[src/rtl/scbuf_rdrtn_err_ctl_pkg.sv]
// Shared constants, FSM encoding and error-resolution helper for the
// scbuf read-return error control slice.
package scbuf_pkg;

  localparam int unsigned DEF_ECC_LAT      = 3;
  localparam int unsigned DEF_EV_RPT_LAT   = 5;
  localparam int unsigned DEF_RDMA_RPT_LAT = 7;
  localparam int unsigned EV_DWORDS        = 8;
  localparam int unsigned EV_DW_W          = 3;
  localparam logic [EV_DW_W-1:0] EV_LAST_DW = EV_DW_W'(EV_DWORDS - 1);

  typedef enum logic {
    IDLE  = 1'b0,
    ACCUM = 1'b1
  } ev_state_e;

  // Reported {uerr, cerr}: a UE masks any CE on the same report.
  function automatic logic [1:0] err_resolve(input logic u, input logic c);
    return {u, c & ~u};
  endfunction

endpackage

[src/rtl/scbuf_rdrtn_err_ctl_if.sv]
// Control/ECC inputs and error-return outputs of the read-return error block.
interface scbuf_rdrtn_err_ctl_if;
  logic       sctag_scbuf_evict_en_r0;
  logic [2:0] sctag_scbuf_ev_dword_r0;
  logic       sctag_scbuf_rdma_rden_r0;
  logic [1:0] sctag_scbuf_rdma_rdwl_r0;
  logic       ecc_ev_uerr_r3;
  logic       ecc_ev_cerr_r3;
  logic       ecc_rdma_uerr_r3;
  logic       ecc_rdma_cerr_r3;
  logic       scbuf_sctag_ev_uerr_r5;
  logic       scbuf_sctag_ev_cerr_r5;
  logic       scbuf_sctag_rdma_uerr_c10;
  logic       scbuf_sctag_rdma_cerr_c10;
  logic [1:0] scbuf_rdma_err_wl_c10;
  logic       ev_seq_err;
  logic       ev_busy;

  modport master (
    output sctag_scbuf_evict_en_r0, sctag_scbuf_ev_dword_r0,
           sctag_scbuf_rdma_rden_r0, sctag_scbuf_rdma_rdwl_r0,
           ecc_ev_uerr_r3, ecc_ev_cerr_r3, ecc_rdma_uerr_r3, ecc_rdma_cerr_r3,
    input  scbuf_sctag_ev_uerr_r5, scbuf_sctag_ev_cerr_r5,
           scbuf_sctag_rdma_uerr_c10, scbuf_sctag_rdma_cerr_c10,
           scbuf_rdma_err_wl_c10, ev_seq_err, ev_busy
  );

  modport slave (
    input  sctag_scbuf_evict_en_r0, sctag_scbuf_ev_dword_r0,
           sctag_scbuf_rdma_rden_r0, sctag_scbuf_rdma_rdwl_r0,
           ecc_ev_uerr_r3, ecc_ev_cerr_r3, ecc_rdma_uerr_r3, ecc_rdma_cerr_r3,
    output scbuf_sctag_ev_uerr_r5, scbuf_sctag_ev_cerr_r5,
           scbuf_sctag_rdma_uerr_c10, scbuf_sctag_rdma_cerr_c10,
           scbuf_rdma_err_wl_c10, ev_seq_err, ev_busy
  );
endinterface

[src/rtl/scbuf_err_dly.sv]
// N-stage delay line, cleared to zero by reset; DEPTH = 0 is a wire.
module scbuf_err_dly #(
  parameter int unsigned WIDTH = 1,
  parameter int unsigned DEPTH = 1
) (
  input  logic             clk,
  input  logic             rst_n,
  input  logic [WIDTH-1:0] d,
  output logic [WIDTH-1:0] q
);

  if (DEPTH == 0) begin : g_wire
    assign q = d;
  end else begin : g_pipe
    logic [WIDTH-1:0] stage_q [DEPTH];

    // Shift register; reset flushes every in-flight entry.
    always_ff @(posedge clk or negedge rst_n) begin
      if (!rst_n) begin
        for (int unsigned i = 0; i < DEPTH; i++) stage_q[i] <= '0;
      end else begin
        stage_q[0] <= d;
        for (int unsigned i = 1; i < DEPTH; i++) stage_q[i] <= stage_q[i-1];
      end
    end

    assign q = stage_q[DEPTH-1];
  end

endmodule

[src/rtl/scbuf_rdrtn_err_ctl.sv]
// Read-return error control: aggregates data-array ECC results per 8-dword
// eviction and per RDMA read, and returns timed error strobes to sctag.
module scbuf_rdrtn_err_ctl
  import scbuf_pkg::*;
#(
  parameter int unsigned ECC_LAT      = DEF_ECC_LAT,
  parameter int unsigned EV_RPT_LAT   = DEF_EV_RPT_LAT,
  parameter int unsigned RDMA_RPT_LAT = DEF_RDMA_RPT_LAT
) (
  input logic                  rclk,
  input logic                  arst_l,
  scbuf_rdrtn_err_ctl_if.slave bus
);

  // ---------------- evict stream ----------------
  logic [EV_DW_W:0]   ev_pipe_r3;
  logic               ev_vld_r3;
  logic [EV_DW_W-1:0] ev_dword_r3;

  scbuf_err_dly #(.WIDTH(EV_DW_W + 1), .DEPTH(ECC_LAT)) u_ev_r3_dly (
    .clk   (rclk),
    .rst_n (arst_l),
    .d     ({bus.sctag_scbuf_evict_en_r0, bus.sctag_scbuf_ev_dword_r0}),
    .q     (ev_pipe_r3)
  );

  assign ev_vld_r3   = ev_pipe_r3[EV_DW_W];
  assign ev_dword_r3 = ev_pipe_r3[EV_DW_W-1:0];

  ev_state_e          state_q, state_d;
  logic [EV_DW_W-1:0] exp_q, exp_d;
  logic               acc_u_q, acc_u_d;
  logic               acc_c_q, acc_c_d;
  logic               seq_err_q, seq_err_d;
  logic [1:0]         ev_rpt_q, ev_rpt_d;
  logic [1:0]         ev_rpt_out;
  logic               cur_u, cur_c;

  assign cur_u = ev_vld_r3 & bus.ecc_ev_uerr_r3;
  assign cur_c = ev_vld_r3 & bus.ecc_ev_cerr_r3;

  // Evict FSM state, accumulators, sticky error and first report stage.
  always_ff @(posedge rclk or negedge arst_l) begin
    if (!arst_l) begin
      state_q   <= IDLE;
      exp_q     <= '0;
      acc_u_q   <= 1'b0;
      acc_c_q   <= 1'b0;
      seq_err_q <= 1'b0;
      ev_rpt_q  <= '0;
    end else begin
      state_q   <= state_d;
      exp_q     <= exp_d;
      acc_u_q   <= acc_u_d;
      acc_c_q   <= acc_c_d;
      seq_err_q <= seq_err_d;
      ev_rpt_q  <= ev_rpt_d;
    end
  end

  // Dword sequencing and error accumulation at r3; gaps hold state.
  always_comb begin
    state_d   = state_q;
    exp_d     = exp_q;
    acc_u_d   = acc_u_q;
    acc_c_d   = acc_c_q;
    seq_err_d = seq_err_q;
    ev_rpt_d  = '0;
    if (ev_vld_r3) begin
      unique case (state_q)
        IDLE: begin
          if (ev_dword_r3 == '0) begin
            state_d = ACCUM;
            exp_d   = EV_DW_W'(1);
            acc_u_d = cur_u;
            acc_c_d = cur_c;
          end else begin
            seq_err_d = 1'b1;
          end
        end
        ACCUM: begin
          if (ev_dword_r3 == exp_q) begin
            if (exp_q == EV_LAST_DW) begin
              // Report and close in the same cycle so a dword 0 on the
              // very next r3 cycle starts a fresh eviction from IDLE.
              ev_rpt_d = err_resolve(acc_u_q | cur_u, acc_c_q | cur_c);
              state_d  = IDLE;
              exp_d    = '0;
              acc_u_d  = 1'b0;
              acc_c_d  = 1'b0;
            end else begin
              exp_d   = exp_q + EV_DW_W'(1);
              acc_u_d = acc_u_q | cur_u;
              acc_c_d = acc_c_q | cur_c;
            end
          end else begin
            seq_err_d = 1'b1;
            if (ev_dword_r3 == '0) begin
              state_d = ACCUM;
              exp_d   = EV_DW_W'(1);
              acc_u_d = cur_u;
              acc_c_d = cur_c;
            end else begin
              state_d = IDLE;
              exp_d   = '0;
              acc_u_d = 1'b0;
              acc_c_d = 1'b0;
            end
          end
        end
        default: state_d = IDLE;
      endcase
    end
  end

  scbuf_err_dly #(.WIDTH(2), .DEPTH(EV_RPT_LAT - ECC_LAT - 1)) u_ev_rpt_dly (
    .clk   (rclk),
    .rst_n (arst_l),
    .d     (ev_rpt_q),
    .q     (ev_rpt_out)
  );

  assign bus.scbuf_sctag_ev_uerr_r5 = ev_rpt_out[1];
  assign bus.scbuf_sctag_ev_cerr_r5 = ev_rpt_out[0];
  assign bus.ev_seq_err             = seq_err_q;
  assign bus.ev_busy                = (state_q == ACCUM);

  // ---------------- RDMA stream ----------------
  logic [2:0] rd_pipe_r3;
  logic       rd_vld_r3;
  logic [1:0] rd_wl_r3;
  logic [1:0] rd_err_r3;
  logic [3:0] rd_rpt_r3;
  logic [3:0] rd_rpt_out;

  scbuf_err_dly #(.WIDTH(3), .DEPTH(ECC_LAT)) u_rd_r3_dly (
    .clk   (rclk),
    .rst_n (arst_l),
    .d     ({bus.sctag_scbuf_rdma_rden_r0, bus.sctag_scbuf_rdma_rdwl_r0}),
    .q     (rd_pipe_r3)
  );

  assign rd_vld_r3 = rd_pipe_r3[2];
  assign rd_wl_r3  = rd_pipe_r3[1:0];
  assign rd_err_r3 = err_resolve(rd_vld_r3 & bus.ecc_rdma_uerr_r3,
                                 rd_vld_r3 & bus.ecc_rdma_cerr_r3);
  assign rd_rpt_r3 = {rd_err_r3, (|rd_err_r3) ? rd_wl_r3 : 2'b00};

  scbuf_err_dly #(.WIDTH(4), .DEPTH(RDMA_RPT_LAT - ECC_LAT)) u_rd_rpt_dly (
    .clk   (rclk),
    .rst_n (arst_l),
    .d     (rd_rpt_r3),
    .q     (rd_rpt_out)
  );

  assign bus.scbuf_sctag_rdma_uerr_c10 = rd_rpt_out[3];
  assign bus.scbuf_sctag_rdma_cerr_c10 = rd_rpt_out[2];
  assign bus.scbuf_rdma_err_wl_c10     = rd_rpt_out[1:0];

endmodule
[src/flat_wrapper.sv]
// flat-port wrapper written by rule: the top's interface ports become plain ports
module scbuf_rdrtn_err_ctl_flat import scbuf_pkg::*;
#(
  parameter int unsigned ECC_LAT      = DEF_ECC_LAT,
  parameter int unsigned EV_RPT_LAT   = DEF_EV_RPT_LAT,
  parameter int unsigned RDMA_RPT_LAT = DEF_RDMA_RPT_LAT
)
  (rclk, arst_l, bus_sctag_scbuf_evict_en_r0, bus_sctag_scbuf_ev_dword_r0, bus_sctag_scbuf_rdma_rden_r0, bus_sctag_scbuf_rdma_rdwl_r0, bus_ecc_ev_uerr_r3, bus_ecc_ev_cerr_r3, bus_ecc_rdma_uerr_r3, bus_ecc_rdma_cerr_r3, bus_scbuf_sctag_ev_uerr_r5, bus_scbuf_sctag_ev_cerr_r5, bus_scbuf_sctag_rdma_uerr_c10, bus_scbuf_sctag_rdma_cerr_c10, bus_scbuf_rdma_err_wl_c10, bus_ev_seq_err, bus_ev_busy);
  scbuf_rdrtn_err_ctl_if bus_i ();
  input logic rclk;
  input logic arst_l;
  input wire logic [$bits(bus_i.sctag_scbuf_evict_en_r0)-1:0] bus_sctag_scbuf_evict_en_r0;
  input wire logic [$bits(bus_i.sctag_scbuf_ev_dword_r0)-1:0] bus_sctag_scbuf_ev_dword_r0;
  input wire logic [$bits(bus_i.sctag_scbuf_rdma_rden_r0)-1:0] bus_sctag_scbuf_rdma_rden_r0;
  input wire logic [$bits(bus_i.sctag_scbuf_rdma_rdwl_r0)-1:0] bus_sctag_scbuf_rdma_rdwl_r0;
  input wire logic [$bits(bus_i.ecc_ev_uerr_r3)-1:0] bus_ecc_ev_uerr_r3;
  input wire logic [$bits(bus_i.ecc_ev_cerr_r3)-1:0] bus_ecc_ev_cerr_r3;
  input wire logic [$bits(bus_i.ecc_rdma_uerr_r3)-1:0] bus_ecc_rdma_uerr_r3;
  input wire logic [$bits(bus_i.ecc_rdma_cerr_r3)-1:0] bus_ecc_rdma_cerr_r3;
  output wire logic [$bits(bus_i.scbuf_sctag_ev_uerr_r5)-1:0] bus_scbuf_sctag_ev_uerr_r5;
  output wire logic [$bits(bus_i.scbuf_sctag_ev_cerr_r5)-1:0] bus_scbuf_sctag_ev_cerr_r5;
  output wire logic [$bits(bus_i.scbuf_sctag_rdma_uerr_c10)-1:0] bus_scbuf_sctag_rdma_uerr_c10;
  output wire logic [$bits(bus_i.scbuf_sctag_rdma_cerr_c10)-1:0] bus_scbuf_sctag_rdma_cerr_c10;
  output wire logic [$bits(bus_i.scbuf_rdma_err_wl_c10)-1:0] bus_scbuf_rdma_err_wl_c10;
  output wire logic [$bits(bus_i.ev_seq_err)-1:0] bus_ev_seq_err;
  output wire logic [$bits(bus_i.ev_busy)-1:0] bus_ev_busy;
  assign bus_i.sctag_scbuf_evict_en_r0 = bus_sctag_scbuf_evict_en_r0;
  assign bus_i.sctag_scbuf_ev_dword_r0 = bus_sctag_scbuf_ev_dword_r0;
  assign bus_i.sctag_scbuf_rdma_rden_r0 = bus_sctag_scbuf_rdma_rden_r0;
  assign bus_i.sctag_scbuf_rdma_rdwl_r0 = bus_sctag_scbuf_rdma_rdwl_r0;
  assign bus_i.ecc_ev_uerr_r3 = bus_ecc_ev_uerr_r3;
  assign bus_i.ecc_ev_cerr_r3 = bus_ecc_ev_cerr_r3;
  assign bus_i.ecc_rdma_uerr_r3 = bus_ecc_rdma_uerr_r3;
  assign bus_i.ecc_rdma_cerr_r3 = bus_ecc_rdma_cerr_r3;
  assign bus_scbuf_sctag_ev_uerr_r5 = bus_i.scbuf_sctag_ev_uerr_r5;
  assign bus_scbuf_sctag_ev_cerr_r5 = bus_i.scbuf_sctag_ev_cerr_r5;
  assign bus_scbuf_sctag_rdma_uerr_c10 = bus_i.scbuf_sctag_rdma_uerr_c10;
  assign bus_scbuf_sctag_rdma_cerr_c10 = bus_i.scbuf_sctag_rdma_cerr_c10;
  assign bus_scbuf_rdma_err_wl_c10 = bus_i.scbuf_rdma_err_wl_c10;
  assign bus_ev_seq_err = bus_i.ev_seq_err;
  assign bus_ev_busy = bus_i.ev_busy;
  scbuf_rdrtn_err_ctl #(.ECC_LAT(ECC_LAT), .EV_RPT_LAT(EV_RPT_LAT), .RDMA_RPT_LAT(RDMA_RPT_LAT)) u_core (.rclk(rclk), .arst_l(arst_l), .bus(bus_i));
endmodule
[config.mk]
export PLATFORM = sky130hd
export DESIGN_NAME = scbuf_rdrtn_err_ctl_flat
export DESIGN_NICKNAME = d
export VERILOG_FILES = /design/src/rtl/scbuf_rdrtn_err_ctl_pkg.sv /design/src/rtl/scbuf_rdrtn_err_ctl_if.sv /design/src/rtl/scbuf_err_dly.sv /design/src/rtl/scbuf_rdrtn_err_ctl.sv /design/src/flat_wrapper.sv
export SDC_FILE = /design/constraint.sdc
export NUM_CORES = 1
export LEC_CHECK = 0
export CORE_MARGIN = 4
export CORE_UTILIZATION = 47
export DETAILED_ROUTE_END_ITERATION = 8
export HOLD_SLACK_MARGIN = 0.02
export PLACE_DENSITY_LB_ADDON = 0.15
export SLEW_MARGIN = 20
export SYNTH_ARGS = -nofsm -noshare
export SYNTH_HDL_FRONTEND = slang
export SYNTH_SLANG_ARGS = --single-unit
[constraint.sdc]
create_clock -name rclk -period 1.5 [get_ports rclk]
set_clock_uncertainty 0.05 [all_clocks]
set_input_delay 0.225 -clock rclk [delete_from_list [all_inputs] [get_ports rclk]]
set_output_delay 0.225 -clock rclk [all_outputs]
set_load 0.05 [all_outputs]
==> impl_metrics.ini, run 1 <==
[global_route]
antenna_found_initial = 0
vias_in_the_first_global_route = 834
grt_overflow_total = 0
grt_max_degree = 49
grt_pass1_wl_mm = 3.51
overall_fraction_of_global_route_tracks_in_use = 0.112

[synth]
syn_avg_cell_area_um2 = 15.1
area_of_the_mapped_netlist_um2 = 1540
ys_warn_count = 0
synth_cells = 102
synthesis.nets = 117
ys_seq_elements = 48
synth.yosys.seq_area_share = 0.780
unique_cell_type_count_in_the_yosys_netlist = 24

[clock_tree]
htreeDepth = 2
tritoncts = yes
worst_skew_pair.late_latency_ns = 0.33
cts_setup_buffers = 0
clkTransAtPathRegs_ns = 0.11
numClockSinks = 48
cts_buffer_depth = 2
clock-root-buffer = clkbuf_4
cts_buffers = 5

[final_layout]
final_common_cell = dfrtp_1
layout-drive-gt1-share = 0.189
cell_area_after_layout_um2 = 1900
final.fill_count = 257
finalCoreUtilization = 0.612
nets = 146
syn2layout_area_growth_pct = 23.4
most-common-layout-cells = dfrtp_1, nand2_1, clkdlybuf4s50_1
antennaDiodeCount = 0

[floorplanning]
area_enclosed_by_the_die_boundary_um2 = 4250
design.portCount = 21
die_width_um = 65.2
die_h_um = 65.2
floorplan.initialDensity = 0.496
placement_rows = 20
floorplan.core_area_um2 = 3100

[critical_path]
worst_setup_path_start_kind = flip-flop
critical_path.max_fanout = 6
critical_path_required_ns = 1.69
critical_path.endpoint_type = flip-flop
worst-setup-path-type = flip-flop to flip-flop
worst_ep_arrival_time_ns = 1.63

[timing]
remaining_max_slew_budget_at_the_tightest_pin = 0.794
timing_worst_slew_pin_value_ns = 0.304
final-hold-violation-count = 0
finalSetupViolCount = 0
grt_setup_unrepaired = true
drv_slew = 0
layout_setup_ws_ns = 0.0563
min_period_ns = 1.44
final_critical_path_share_of_the_clock_period = 0.962
fmaxAchievable_mhz = 693

[power]
ir_drop_v = 0.000658
power-per-cell-area_nw_per_um2 = 1150
leakage_nw = 0.894

[place]
dp_slack_ns = 0.0253
final_gp_congestion = 0.784
placement.io_buffers = 20
dp_hpwl_mm = 1.34
detailed_place.area_um2 = 1810

[hold_path]
hold_path_class = input pin to flip-flop

[routing]
first_pass_iters = 4
drt.antenna.violating_nets = 0
drt_wl_total_mm = 1.95
detail_route.iter0.violations = 22
dr_total_vias = 812
wire_per_inst_um = 11.1
drt-vias-per-instance = 4.61
detail_route.drc_violations = 0

[run_status]
outcome = completed

[flow_run]
max-cap-violations = 0
==> metal layers <==
metal / wire (um) / up-vias / track usage
met5: 0 / - / 0
met4: 19 / 0 / 0.0622
met3: 124 / 2 / 0.0427
met2: 967 / 23 / 0.186
met1: 839 / 395 / 0.122
li1: - / 392 / -
==> final timing paths <==
path	startpoint	to	slack, ns	depth (start not counted)
setup / recovery	u_core.u_ev_r3_dly.q[1]	u_core.ev_rpt_q[0]	0.06	4
hold / removal	bus_sctag_scbuf_ev_dword_r0[2]	u_core.u_ev_r3_dly.g_pipe.stage_q[10]	0.27	1
setup reg to reg	u_core.u_ev_r3_dly.q[1]	u_core.ev_rpt_q[0]	0.06	4
hold reg to reg	u_core.u_rd_r3_dly.g_pipe.stage_q[7]	u_core.u_rd_r3_dly.g_pipe.stage_q[4]	0.31	0
max in group asynchronous	arst_l	u_core.exp_q[0]	0.84	3
min in group asynchronous	arst_l	u_core.u_rd_rpt_dly.q[2]	0.35	3
==> per-stage QoR <==
step	instances	setup TNS, ns	total power [mW]	hold slack [ns]
after CTS	176	0	2.21	0.243
after floorplan	102	0	1.53	-0.121
after global routing	176	-0.0187	2.33	0.227
after detailed placement	167	0	1.63	0.177
final	176	0	2.19	0.270
after global placement	167	0	1.62	0.170
==> report_power, final <==
part / internal (mW) / total (mW) / switching [mW]
Combinational: 0.0993 / 0.199 / 0.0998
Sequential: 1.37 / 1.42 / 0.0537
Clock: 0.232 / 0.565 / 0.333
==> synthesized netlist by cell type <==
| cell type | n | area, um2 |
|---|---|---|
| o211ai_1 | 2 | 15.0 |
| nor4_4 | 1 | 21.3 |
| a21oi_1 | 1 | 5.00 |
| nand2b_1 | 1 | 6.26 |
| o21ai_0 | 4 | 20.0 |
| nand2_1 | 13 | 48.8 |
| o21ai_1 | 1 | 5.00 |
| nor2_1 | 10 | 37.5 |
| xor2_1 | 2 | 17.5 |
| nand3_4 | 1 | 17.5 |
| buf_4 | 2 | 15.0 |
| a21boi_0 | 1 | 7.51 |
| and4bb_1 | 1 | 12.5 |
| o41ai_1 | 1 | 8.76 |
| buf_6 | 1 | 11.3 |
| a211o_1 | 1 | 8.76 |
| o21bai_1 | 1 | 7.51 |
| and2_1 | 2 | 12.5 |
| dfrtp_1 | 48 | 1200 |
| xnor2_1 | 1 | 8.76 |
| o211a_1 | 1 | 10.0 |
| ha_1 | 2 | 25.0 |
| inv_1 | 3 | 11.3 |
| nor3_1 | 1 | 5.00 |
==> state kept, by name, summed over array words and instances (netlist names) <==
register                            count
u_core.u_rd_rpt_dly.g_pipe.stage_q     12
u_core.u_ev_r3_dly.g_pipe.stage_q       8
u_core.u_rd_r3_dly.g_pipe.stage_q       6
u_core.u_ev_r3_dly.q                    4
u_core.u_rd_rpt_dly.q                   4
u_core.exp_q                            3
u_core.u_rd_r3_dly.q                    3
u_core.ev_rpt_q                         2
u_core.u_ev_rpt_dly.q                   2
u_core.acc_c_q                          1
u_core.acc_u_q                          1
u_core.bus.ev_busy                      1
u_core.bus.ev_seq_err                   1
==> worst max-delay path, stage by stage, from the launching register on <==
cell and delay (ns):
dfrtp_1 0.42, xor2_1 0.17, and4bb_4 0.39, nand3_4 0.10, nor4_4 0.22
==> cell type report <==
| type | instances | area (um2) | share of cell area |
|---|---|---|---|
| clock buffer | 8 | 58.8 | 0.0310 |
| sequential | 48 | 1200 | 0.633 |
| timing repair buffer | 25 | 253 | 0.133 |
| inverter | 3 | 11.3 | 0.00593 |
| tap | 44 | 55.1 | 0.0290 |
| multi-input combinational | 48 | 319 | 0.168 |
==> cells by family after synthesis <==
family | share of synthesized area
xor+xnor | 0.0171
simple gates | 0.105
flops | 0.780
fa+ha+maj | 0.0163
compound gates | 0.0569
buf+inv | 0.0244
==> what timing repair did <==
item,CTS,global route
endpoints found under the setup margin,1,5
hold endpoints to repair,48,0
resized for setup,1,4
hold buffers,1,0
(Power assumes the default switching activity.)
==> run 2, diff against run 1 <==
Settings changed: CORE_UTILIZATION 47 to 53, DONT_BUFFER_PORTS set to 1.
==> impl_metrics.ini, run 2 (synthesis results as in run 1) <==
[run_status]
outcome = completed

[routing]
first_pass_iters = 4
wire_per_inst_um = 12.9
drt_wl_total_mm = 2.00
drt-vias-per-instance = 5.04
detail_route.iter0.violations = 21
detail_route.drc_violations = 0
dr_total_vias = 781
drt.antenna.violating_nets = 0

[clock_tree]
worst_skew_pair.late_latency_ns = 0.35
htreeDepth = 2
cts_buffer_depth = 2
tritoncts = yes
clkTransAtPathRegs_ns = 0.13
numClockSinks = 48
cts_buffers = 5
clock-root-buffer = clkbuf_4

[critical_path]
worst-setup-path-type = flip-flop to flip-flop
critical_path.max_fanout = 4
rr_endpoint = u_core.exp_q[0]
regToRegStartpoint = u_core.u_ev_r3_dly.q[1]
worst_ep_arrival_time_ns = 1.62
critical_path.endpoint_type = flip-flop
critical_path_required_ns = 1.70
worst_setup_path_start_kind = flip-flop
timing.reg2reg.setup_slack_ns = 0.08
worstRegToRegCells = 4

[final_layout]
finalCoreUtilization = 0.668
antennaDiodeCount = 0
top_regs = u_core.u_rd_rpt_dly.g_pipe.stage_q (12), u_core.u_ev_r3_dly.g_pipe.stage_q (8), u_core.u_rd_r3_dly.g_pipe.stage_q (6)
most-common-layout-cells = dfrtp_1, nand2_1, dlygate4sd3_1
final.fill_count = 184
syn2layout_area_growth_pct = 19.7
nets = 138
largest-register = u_core.u_rd_rpt_dly.g_pipe.stage_q
layout_cells_excl_fill = 155
cell_area_after_layout_um2 = 1840
multi_input_area_um2 = 319
regArea_um2 = 1200
number_of_flip_flops_in_the_largest_register = 12
layout-drive-gt1-share = 0.145
final_common_cell = dfrtp_1

[global_route]
grt-busiest-layer = met2
met2_track_demand_over_resource = 0.239
grt_overflow_total = 0
grt_max_degree = 49
antenna_found_initial = 0
met3_global_route_usage = 0.0620
global_route.usage.met1 = 0.134
vias_in_the_first_global_route = 835
overall_fraction_of_global_route_tracks_in_use = 0.135
grt_pass1_wl_mm = 3.56

[hold_path]
hold_path_class = input pin to flip-flop
timing.hold.worst.start = bus_ecc_ev_cerr_r3
holdPathEnd = u_core.ev_rpt_q[0]
timing.hold.worst_path_depth = 2

[power]
p_comb_frac = 0.067
finalPower_mw = 2.38
sw_frac_of_total = 0.224
leakage_nw = 0.869
power-per-cell-area_nw_per_um2 = 1290
ir_drop_v = 0.00109
switching_power_uw = 533
seq_power_share = 0.605
p_clk_frac = 0.328
p_int_mw = 1.85

[timing]
layout_setup_ws_ns = 0.0800
final-hold-violation-count = 0
fmaxAchievable_mhz = 704
fin_setup_tns_ns = 0
timing_worst_slew_pin_value_ns = 0.458
remaining_max_slew_budget_at_the_tightest_pin = 0.695
drv_slew = 0
final_critical_path_share_of_the_clock_period = 0.947
finalSetupViolCount = 0
hold_ws_ns = 0.119
min_period_ns = 1.42

[place]
detailed_place.area_um2 = 1570
dp_hpwl_mm = 1.18
final_gp_congestion = 0.678
placement.io_buffers = 0
dp_slack_ns = 0.0617
dp_cells = 133

[flow_run]
max-cap-violations = 0

[floorplanning]
die_width_um = 61.9
die_h_um = 61.9
design.portCount = 21
floorplan.initialDensity = 0.558
area_enclosed_by_the_die_boundary_um2 = 3830
floorplan.core_area_um2 = 2760
placement_rows = 19
==> run 2: per-layer routing <==
metal / routed length [um] / share of wire / vias to the layer above
li1: - / - / 376
met1: 773 / 0.39 / 377
met2: 1050 / 0.52 / 21
met3: 128 / 0.064 / 7
met4: 46 / 0.023 / 0
met5: 0 / 0 / -
==> run 2: power groups by stage <==
stage | registers (mW) | clock network (mW) | logic [mW]
after detailed placement | 1.46 | 0 | 0.0923
after global placement | 1.45 | 0 | 0.0891
after CTS | 1.43 | 0.812 | 0.152
final | 1.44 | 0.779 | 0.160
after global routing | 1.45 | 0.879 | 0.180
after floorplan | 1.44 | 0 | 0.0849
==> run 2: critical path, cell delays in order, from the launching register on <==
cell and delay [ns]:
dfrtp_1 0.43, xor2_1 0.19, and4bb_4 0.38, a21boi_0 0.19
o21ai_1 0.08
==> run 2: area by class of cell <==
cell class	count	share of cell area
clock inverter	2	0.0211
timing repair buffer	17	0.0978
sequential	48	0.653
multi-input combinational	48	0.173
inverter	3	0.00611
clock buffer	6	0.0279
tap	31	0.0211
==> run 2: worst max path at each step <==
stage	from	endpoint
final	u_core.u_ev_r3_dly.q[1]	u_core.exp_q[0]
after CTS	u_core.u_ev_r3_dly.q[1]	u_core.exp_q[1]
after detailed placement	u_core.exp_q[0]	u_core.exp_q[2]
after global placement	u_core.exp_q[0]	u_core.exp_q[1]
after global routing	u_core.exp_q[0]	u_core.acc_c_q
after floorplan	u_core.bus.ev_busy	u_core.ev_rpt_q[0]
==> run 2: what timing repair did <==
action	in CTS	in global routing
endpoints found under the hold margin	62	1
hold buffers	13	1
setup buffers	0	0
endpoints found under the setup margin	0	7
gates resized for setup	0	7
==> run 3, diff against run 2 <==
Settings changed: CAP_MARGIN set to 10, SLEW_MARGIN 20 to not set.
Clock period 1.5 ns to 1.2 ns, I/O delays scaled along.
==> impl_metrics.ini, run 3 (synthesis results as in run 1) <==
[run_status]
outcome = finished, violations left
violations_in_the_final_reports = hold timing, setup timing

[timing]
grt_setup_unrepaired = true
finalSetupViolCount = 11
drv_slew = 0
layout_setup_ws_ns = -0.216
hold_ws_ns = -0.547
timing_worst_slew_pin_value_ns = 0.464
min_period_ns = 1.42
fin_setup_tns_ns = -1.45
final-hold-violation-count = 51
fmaxAchievable_mhz = 706
remaining_max_slew_budget_at_the_tightest_pin = 0.688
final_critical_path_share_of_the_clock_period = 1.18

[clock_tree]
worst_skew_pair.late_latency_ns = 0.35
numClockSinks = 48
htreeDepth = 2
cts_buffers = 5
cts_hold_buf = 10
cts_buffer_depth = 2
tritoncts = yes
clkTransAtPathRegs_ns = 0.13
clock-root-buffer = clkbuf_4

[floorplanning]
die_width_um = 61.9
placement_rows = 19
design.portCount = 21
floorplan.core_area_um2 = 2760
area_enclosed_by_the_die_boundary_um2 = 3830
floorplan.initialDensity = 0.558
die_h_um = 61.9

[critical_path]
critical_path_required_ns = 1.41
critical_path.endpoint_type = flip-flop
critical-path-slowest-cell = dfrtp_1
worstPathCellList = xor2_1, and4bb_4, nand3_4, nor4_4
cp_slowest_stage_delay_ns = 0.43
timing.reg2reg.setup_slack_ns = -0.22
worst-setup-path-type = flip-flop to flip-flop
worst_setup_path_start_kind = flip-flop
critical_path.max_fanout = 4
worst_ep_arrival_time_ns = 1.63

[final_layout]
largest-register = u_core.u_rd_rpt_dly.g_pipe.stage_q
cell_area_after_layout_um2 = 1880
antennaDiodeCount = 0
finalCoreUtilization = 0.681
syn2layout_area_growth_pct = 22.1
number_of_flip_flops_in_the_largest_register = 12
layout-drive-gt1-share = 0.300
layout_cells_excl_fill = 161
top_regs = u_core.u_rd_rpt_dly.g_pipe.stage_q (12), u_core.u_ev_r3_dly.g_pipe.stage_q (8), u_core.u_rd_r3_dly.g_pipe.stage_q (6)
regArea_um2 = 1210
final_common_cell = dfrtp_1
final.fill_count = 192
multi_input_area_um2 = 347
nets = 144
most-common-layout-cells = dfrtp_1, nand2_1, nor2_1, dlygate4sd3_1, buf_4

[global_route]
grt_pass1_wl_mm = 3.62
grt_overflow_total = 0
grt_max_degree = 49
antenna_found_initial = 0
vias_in_the_first_global_route = 906
overall_fraction_of_global_route_tracks_in_use = 0.139

[place]
final_gp_congestion = 0.769
dp_slack_ns = -0.231
placement.io_buffers = 0
detailed_place.area_um2 = 1650
dp_hpwl_mm = 1.35
dp_cells = 142

[routing]
drt-vias-per-instance = 5.25
drt.antenna.violating_nets = 0
wire_per_inst_um = 13.2
detail_route.drc_violations = 0
detail_route.iter0.violations = 51
dr_total_vias = 845
first_pass_iters = 4
drt_wl_total_mm = 2.13

[flow_run]
max-cap-violations = 0

[power]
ir_drop_v = 0.00120
leakage_nw = 0.890
finalPower_mw = 2.77
power-per-cell-area_nw_per_um2 = 1470

[hold_path]
hold_path_class = input pin to asynchronous set/reset pin
[run 3: worst max-delay path: cells and delay by family (launching register included)]
kind	cells	cell delay, ns
xor+xnor	1	0.16
flops	1	0.43
simple gates	3	0.70
[run 3: repair_timing]
item                       4_1_cts  5_1_grt
cloned                           0        0
pin swaps                        6        3
setup endpoints to repair       16       13
hold endpoints to repair        63       51
resized for setup               11       10
setup buffers                    1        0
[run 3: cell type report]
| class | count | share of cell area |
|---|---|---|
| Tap cell | 31 | 0.0206 |
| Multi-Input combinational cell | 48 | 0.184 |
| Timing Repair Buffer | 23 | 0.111 |
| Clock buffer | 6 | 0.0273 |
| Inverter | 3 | 0.00599 |
| Clock inverter | 2 | 0.00732 |
| Sequential cell | 48 | 0.643 |
[run 3: layer usage]
metal  GRT usage  share of wire  vias up  wire [um]
met1       0.148           0.41      418        863
met2       0.214           0.49       37       1040
met4      0.0939          0.032        0         68
met5           0              0        -          0
li1            -              -      384          -
met3      0.0723          0.071        6        151
[run 3: final timing paths]
check | from | end | cells after the start
max | u_core.exp_q[1] | u_core.ev_rpt_q[0] | 4
min | arst_l | u_core.u_rd_rpt_dly.g_pipe.stage_q[14] | 0
max reg2reg | u_core.exp_q[1] | u_core.ev_rpt_q[0] | 4
min reg2reg | u_core.u_rd_rpt_dly.g_pipe.stage_q[7] | u_core.u_rd_rpt_dly.q[3] | 0
max in group asynchronous | arst_l | u_core.u_ev_r3_dly.q[1] | 0
min in group rclk | bus_ecc_ev_uerr_r3 | u_core.ev_rpt_q[0] | 1
[run 3: where the power goes]
part / internal (mW) / switching [mW]
clock: 0.290 / 0.470
sequential: 1.71 / 0.0820
combinational: 0.121 / 0.0970
total: 2.12 / 0.649
